$ cat config.mk
export PLATFORM = sky130hd
export DESIGN_NAME = idvr_shift_iter
export DESIGN_NICKNAME = d
export VERILOG_FILES = /design/src/rtl/idvr_shift_iter.sv
export SDC_FILE = /design/constraint.sdc
export NUM_CORES = 1
export LEC_CHECK = 0
export CORE_AREA = 2 2 75 77
export CTS_BUF_LIST = sky130_fd_sc_hd__clkbuf_16
export CTS_CLUSTER_DIAMETER = 40
export DETAILED_ROUTE_END_ITERATION = 7
export DIE_AREA = 0 0 77 79
export PLACE_DENSITY = 0.69
export REMOVE_ABC_BUFFERS = 1
export SKIP_CTS_REPAIR_TIMING = 1
export SYNTH_ARGS = -nofsm -noshare
export SYNTH_HDL_FRONTEND = slang
export SYNTH_SLANG_ARGS = --single-unit
$ cat constraint.sdc
create_clock -name clk -period 3.7 [get_ports clk]
set_input_delay 0.74 -clock clk [delete_from_list [all_inputs] [get_ports clk]]
set_output_delay 0.74 -clock clk [all_outputs]
set_load 0.01 [all_outputs]
$ cat src/rtl/idvr_shift_iter.sv
// Iterative shifter/rotator: accepts one operand, shifts or rotates it by at most
// STEP bits per cycle until the requested amount is consumed, then holds the result.
module idvr_shift_iter #(
    parameter int W    = 8,
    parameter int TW   = 4,
    parameter int STEP = 2
) (
    input  logic          clk,
    input  logic          rst,
    input  logic          in_valid,
    output logic          in_ready,
    input  logic [W-1:0]  I,
    input  logic [TW-1:0] shamt,
    input  logic [2:0]    S,
    input  logic          abort,
    output logic          out_valid,
    input  logic          out_ready,
    output logic [W-1:0]  O,
    output logic          Err,
    output logic [1:0]    dbg_state
);

    // Handshake: a request transfers on a rising edge where in_valid && in_ready;
    // a result transfers on a rising edge where out_valid && out_ready. The block
    // never offers both in the same cycle, so a result and a new request cannot
    // transfer on the same edge. abort overrides both.

    typedef enum logic [1:0] {
        IDLE = 2'd0,
        BUSY = 2'd1,
        DONE = 2'd2
    } state_t;

    localparam logic [2:0] M_SLL = 3'b000;
    localparam logic [2:0] M_SRL = 3'b001;
    localparam logic [2:0] M_SRA = 3'b011;
    localparam logic [2:0] M_ROL = 3'b100;
    localparam logic [2:0] M_ROR = 3'b101;

    state_t        state_q, state_d;
    logic [W-1:0]  acc_q, acc_d;
    logic [TW-1:0] rem_q, rem_d;
    logic [2:0]    mode_q, mode_d;
    logic          err_q, err_d;

    logic [TW-1:0] amt;
    logic [TW-1:0] rot;
    logic [W-1:0]  step_res;
    logic          s_legal;

    always_comb begin
        s_legal = (S == M_SLL) || (S == M_SRL) || (S == M_SRA) ||
                  (S == M_ROL) || (S == M_ROR);
    end

    // Per-cycle step: amt = min(rem, STEP). When rem >= STEP, STEP fits in TW bits.
    always_comb begin
        amt = (32'(rem_q) < STEP) ? rem_q : TW'(STEP);
        rot = TW'(32'(amt) % W);
        step_res = acc_q;
        case (mode_q)
            M_SLL:   step_res = acc_q << amt;
            M_SRL:   step_res = acc_q >> amt;
            M_SRA:   step_res = $signed(acc_q) >>> amt;
            M_ROL:   step_res = (acc_q << rot) | (acc_q >> (W - 32'(rot)));
            M_ROR:   step_res = (acc_q >> rot) | (acc_q << (W - 32'(rot)));
            default: step_res = acc_q;
        endcase
    end

    always_comb begin
        state_d = state_q;
        acc_d   = acc_q;
        rem_d   = rem_q;
        mode_d  = mode_q;
        err_d   = err_q;
        if (abort) begin
            state_d = IDLE;
            acc_d   = '0;
            rem_d   = '0;
            mode_d  = '0;
            err_d   = 1'b0;
        end else begin
            case (state_q)
                IDLE: begin
                    if (in_valid) begin
                        acc_d  = I;
                        rem_d  = shamt;
                        mode_d = S;
                        if (!s_legal) begin
                            err_d   = 1'b1;
                            state_d = DONE;
                        end else begin
                            err_d   = 1'b0;
                            state_d = (shamt == '0) ? DONE : BUSY;
                        end
                    end
                end
                BUSY: begin
                    acc_d = step_res;
                    rem_d = rem_q - amt;
                    if (rem_d == '0) begin
                        state_d = DONE;
                    end
                end
                DONE: begin
                    if (out_ready) begin
                        state_d = IDLE;
                        acc_d   = '0;
                        rem_d   = '0;
                        err_d   = 1'b0;
                    end
                end
                default: begin
                    state_d = IDLE;
                end
            endcase
        end
    end

    always_ff @(posedge clk or posedge rst) begin
        if (rst) begin
            state_q <= IDLE;
            acc_q   <= '0;
            rem_q   <= '0;
            mode_q  <= '0;
            err_q   <= 1'b0;
        end else begin
            state_q <= state_d;
            acc_q   <= acc_d;
            rem_q   <= rem_d;
            mode_q  <= mode_d;
            err_q   <= err_d;
        end
    end

    // Result and flag are only visible while the result is being offered.
    assign in_ready  = (state_q == IDLE);
    assign out_valid = (state_q == DONE);
    assign O         = out_valid ? acc_q : '0;
    assign Err       = out_valid & err_q;
    assign dbg_state = state_q;

endmodule

# Word level (Yosys, flattened, before mapping)
# Cells that the tools add are included.
[op_classes]
n_addsub = 2
order_cmp = 1
eq_ne = 14
shift = 7
mux = 26
bitwise_logic = 3
n_reduce_logical = 18
[op_table]
columns = ["operator", "n"]
rows = [
  ["$pmux W8 S5", 1],
  ["$mux W8", 4],
  ["$shl A8 B32 Y8", 1],
  ["$shr A8 B32 Y8", 1],
  ["$pmux W8 S3", 1],
  ["$mux W4", 4],
  ["$or A8 B8 Y8", 2],
  ["$eq A3 B3 Y1 const B", 4],
  ["$mux W2", 6],
  ["$pmux W4 S3", 1],
  ["$mux W3", 3],
  ["$reduce_and A3 Y1", 3],
  ["$logic_not A4 Y1", 2],
  ["$shl A8 B3 Y8", 1],
  ["$shl A8 B4 Y8", 1],
  ["$shr A8 B3 Y8", 1],
  ["$shr A8 B4 Y8", 1],
  ["$sshr A8 B4 Y8", 1],
  ["$ne A7 B7 Y1 const B", 1],
  ["$eq A3 B1 Y1 const B", 2],
  ["$eq A3 B2 Y1 const B", 2],
  ["$logic_not A3 Y1", 2],
  ["$ne A3 B2 Y1 const B", 2],
  ["$pmux W2 S3", 1],
  ["16 further kinds", 23],
]
[totals]
reg_bits = 18
inputBits = 20
out_inout_bits = 13
elab_cells = 76

# Depth between registers and ports, before layout
[logic_depth]
ltp_word = 9
ltp_mapped = 13
mapped_depth_nobuf = 9

# Least setup slack after synthesis
# OpenSTA, ideal clock, no wires.
[synth_path]
path_kind = "register to register"
startpoint = "register rem_q[3]"
endpoint = "register acc_q[0]"
arrival_ns = 2.708
t_required_ns = 3.574
slack_ns = 0.866
path_stages_with_launch = 13
n_path_buf = 4
path_cell_list = "dfrtp_1 > buf_6 > or3_1 > buf_2 > clkinv_2 > buf_2 > ha_1 > clkbuf_1 > clkinv_1 > mux4_1 > nand2b_1 > a21oi_1 > a221o_1"
[synth_via]
elab_chain_cells = 8
elab_cells_between_ends = 15
cone_classes = "add/sub (1); order compare (1); shift (7); mux (4); bitwise (2)"
[synth_rtl]
columns = ["item", "line", "text"]
rows = [
  ["start, declared", "42", "logic [TW-1:0] rem_q, rem_d;"],
  ["start signal, assigned", "131", "rem_q <= rem_d;"],
  ["$lt A4 B2 Y1", "58", "amt = (32'(rem_q) < STEP) ? rem_q : TW'(STEP);"],
  ["$mux W4 (*)", "58", ""],
  ["$sub A4 B3 Y5", "65, 66", ""],
  ["$shl A8 B32 Y8 / $shr A8 B32 Y8 (equally long branches)", "66, 65", ""],
  ["$or A8 B8 Y8 (on tied branches)", "66, 65", ""],
  ["$pmux W8 S5 (*)", "61", "case (mode_q)"],
  ["$pmux W8 S3 (*)", "84", "case (state_q)"],
  ["$mux W8 (*)", "77", "if (abort) begin"],
  ["end signal, assigned", "124", "acc_q <= '0;"],
  ["end signal, assigned", "130", "acc_q <= acc_d;"],
  ["end, declared", "41", "logic [W-1:0] acc_q, acc_d;"],
]
# Mark *: on every way between the ends. The rest lies on a longest branch, timed or not.
# A chain may end at the register's enable or synchronous reset.

# Worst setup path after layout
[layout_path]
startpoint = "register rem_q[3]"
endpoint = "register acc_q[7]"
# The elaborated chain is that of the path after synthesis.

==> flow_metrics.tcl <==
set metrics [dict create \
    cts_sinks 18 \
    postRouteAntennaNets 0 \
    grtUsageTotal_pct 23.8 \
    drc 0 \
    finalCritPeriodShare_pct 84.0 \
    worstSetupEndpointType "flop" \
    critPathArrivalTime_ns 3.30 \
    start_util_pct 41.2 \
    drive_gt1_share_pct 7.87 \
    yosys.area.top_type "dfrtp_1" \
    p_total_uw 1580 \
    vias 2373 \
    cts_root_buf "clkbuf_16" \
    ctsLongestPathBuffers 2 \
    worst_ir_drop_vdd_mv 0.389 \
    tritoncts "built" \
    path_class "flop to flop" \
    rr_startpoint "rem_q[3]" \
    powerDensity_nw_per_um2 624 \
    synth_top_area_share_pct 20.5 \
    avgRoutedWirePerCell_um 18.5 \
    hp-class "flop to flop" \
    cp.required_ns 3.89 \
    ys_top_cells_by_count "nand2_1 (48), a21oi_1 (23), nor2_1 (19)" \
    synthArstFlopShare_pct 100 \
    setup_viol 0 \
    syn_area_um2 2200 \
    routed_wl_um 6970 \
    die_area_um2 6080 \
    area_growth_pct 15.1 \
    status "finished clean" \
    synthFlopType "dfrtp_1" \
    hold_viol_final 0 \
    slew_headroom_pct 29.8 \
    place.gp.congestion 0.942 \
    numCtsBuffers 3 \
    path_max_fanout 16 \
    ys_top_cells_by_area "dfrtp_1 (20%), nand2_1 (8.2%), a21oi_1 (5.2%), nor2_1 (3.2%), o21ai_0 (3.2%)" \
    diodes 0 \
    yosysMostFrequentCell "nand2_1" \
    period_minus_slack_ns 3.11 \
    coreArea_um2 5340 \
    grt_setup_unrepaired "false" \
    cts_htree_levels 1 \
    synth_edf_count 0 \
    firstDrtPassIters 7 \
    slew_viol_final 0 \
    dp_hpwl_um 4960 \
    fin_skew_ns 0.00301 \
    clk_pin_slew_worst_paths_ns 0.06 \
    gr-total-overflow 0 \
    cp-start-kind "flop" \
    final_cells 377 \
    max_slew.worst_pin.slew_ns 1.04 \
    synth-seq-cells 18 \
    post-place-cells 374 \
    startpoint "rem_q[3]" \
    leakage_uw 0.000952 \
    maxCapViolCount 0 \
    min_from "err_q" \
    rrSetupSlack_ns 0.59 \
    setup_tns_ns 0 \
    max_freq_mhz 322 \
    numPortBuffers 32 \
    num_rows 27 \
    yosys.cell_types.count 66 \
    via_per_inst 6.29 \
    yosysSeqAreaShare_pct 20.5 \
    n_fill_cell 574 \
    synth_cells 295 \
    grt_pass1_vias 2165 \
    grt_max_degree 19 \
    placedInstanceArea_um2 2460 \
    final_area_um2 2530 \
    die_w_um 77 \
    drt_iter0_markers 207 \
    grt_pass1_wl_um 11400 \
    fin_nets 332 \
    synth_warnings 0 \
    worstSkewPairLatency_ns 0.26 \
    syn_avg_cell_area_um2 7.46 \
    fp.dieH_um 79 \
    antenna_found_initial 0 \
    io_pins 33 \
]
## final timing paths
kind / depth (start not counted) / to
worst max-delay path: 10 / acc_q[7]
worst min-delay path: 2 / err_q
worst max register to register: 10 / acc_q[7]
worst min register to register: 2 / err_q
max in group asynchronous: 2 / acc_q[0]
min in group asynchronous: 2 / dbg_state[0]
## state kept, by name, summed over array words and instances (netlist names)
name	flops
dbg_state	2
mode_q	3
acc_q	8
rem_q	4
err_q	1
## worst max-delay path: stages (launching register included)
cell and delay [ns]:
dfrtp_1 0.49, or3_1 0.54, clkinv_2 0.24, ha_1 0.37
buf_4 0.22, nor2b_1 0.27, nand4_1 0.13, and4_1 0.22
a211o_1 0.27, o311ai_1 0.11, a22o_1 0.19
## cells by family (layout without fill, tap and decap cells)
| family | after synthesis | count (layout) | synth area share [%] |
|---|---|---|---|
| AO/OA/AOI/OAI | 90 | 90 | 28.8 |
| AND/OR/NAND/NOR | 126 | 126 | 28.6 |
| multiplexers | 13 | 13 | 8.02 |
| adder cells (fa/ha/maj) | 6 | 6 | 3.30 |
| buffers and inverters | 41 | 51 | 10.6 |
| other | 1 | 1 | 0.170 |
| flip-flops | 18 | 18 | 20.5 |
## placed cells by master (no fill, tap or decap), types with 5 or more instances in the layout
master,n
clkdlybuf4s50_1,32
nor2b_1,10
inv_1,8
nand3_1,13
buf_4,5
ha_1,5
dfrtp_1,18
nor2_1,19
mux2i_1,6
o21ai_0,14
a31oi_1,6
a21oi_1,23
nand2_1,48
and2_1,11
## report_power, final
part | total, uW | internal [uW] | switching [uW] | leakage (uW)
combinational | 1010 | 400 | 606 | 0.000671
clock | 228 | 143 | 84.9 | 0.0000370
sequential | 345 | 233 | 112 | 0.000245
total | 1580 | 776 | 803 | 0.000952
## routing by layer
layer | share of wire, % | track usage (%) | up-vias
met5 | 0 | 0 | -
met4 | 4.0 | 11.3 | 0
met3 | 6.3 | 3.07 | 32
met2 | 47 | 38.5 | 133
met1 | 43 | 31.5 | 1118
li1 | - | - | 1090
## stage by stage
step,util (%),worst slack [ns],hold WS [ns]
floorplan,-,0.480,0.495
global placement,46.0,0.669,0.529
CTS,47.4,0.663,0.548
global route,47.4,0.457,0.597
detailed placement,46.0,0.680,0.534
finish,47.4,0.592,0.538
## layout make-up
class | count | area, um^2 | area share [%]
Multi-Input combinational cell | 236 | 1520 | 59.9
Sequential cell | 18 | 450 | 17.8
Timing Repair Buffer | 37 | 358 | 14.1
Tap cell | 72 | 90.1 | 3.56
Clock buffer | 3 | 75.1 | 2.97
Inverter | 11 | 42.5 | 1.68
Note: power is estimated with default switching activity, not from simulation.
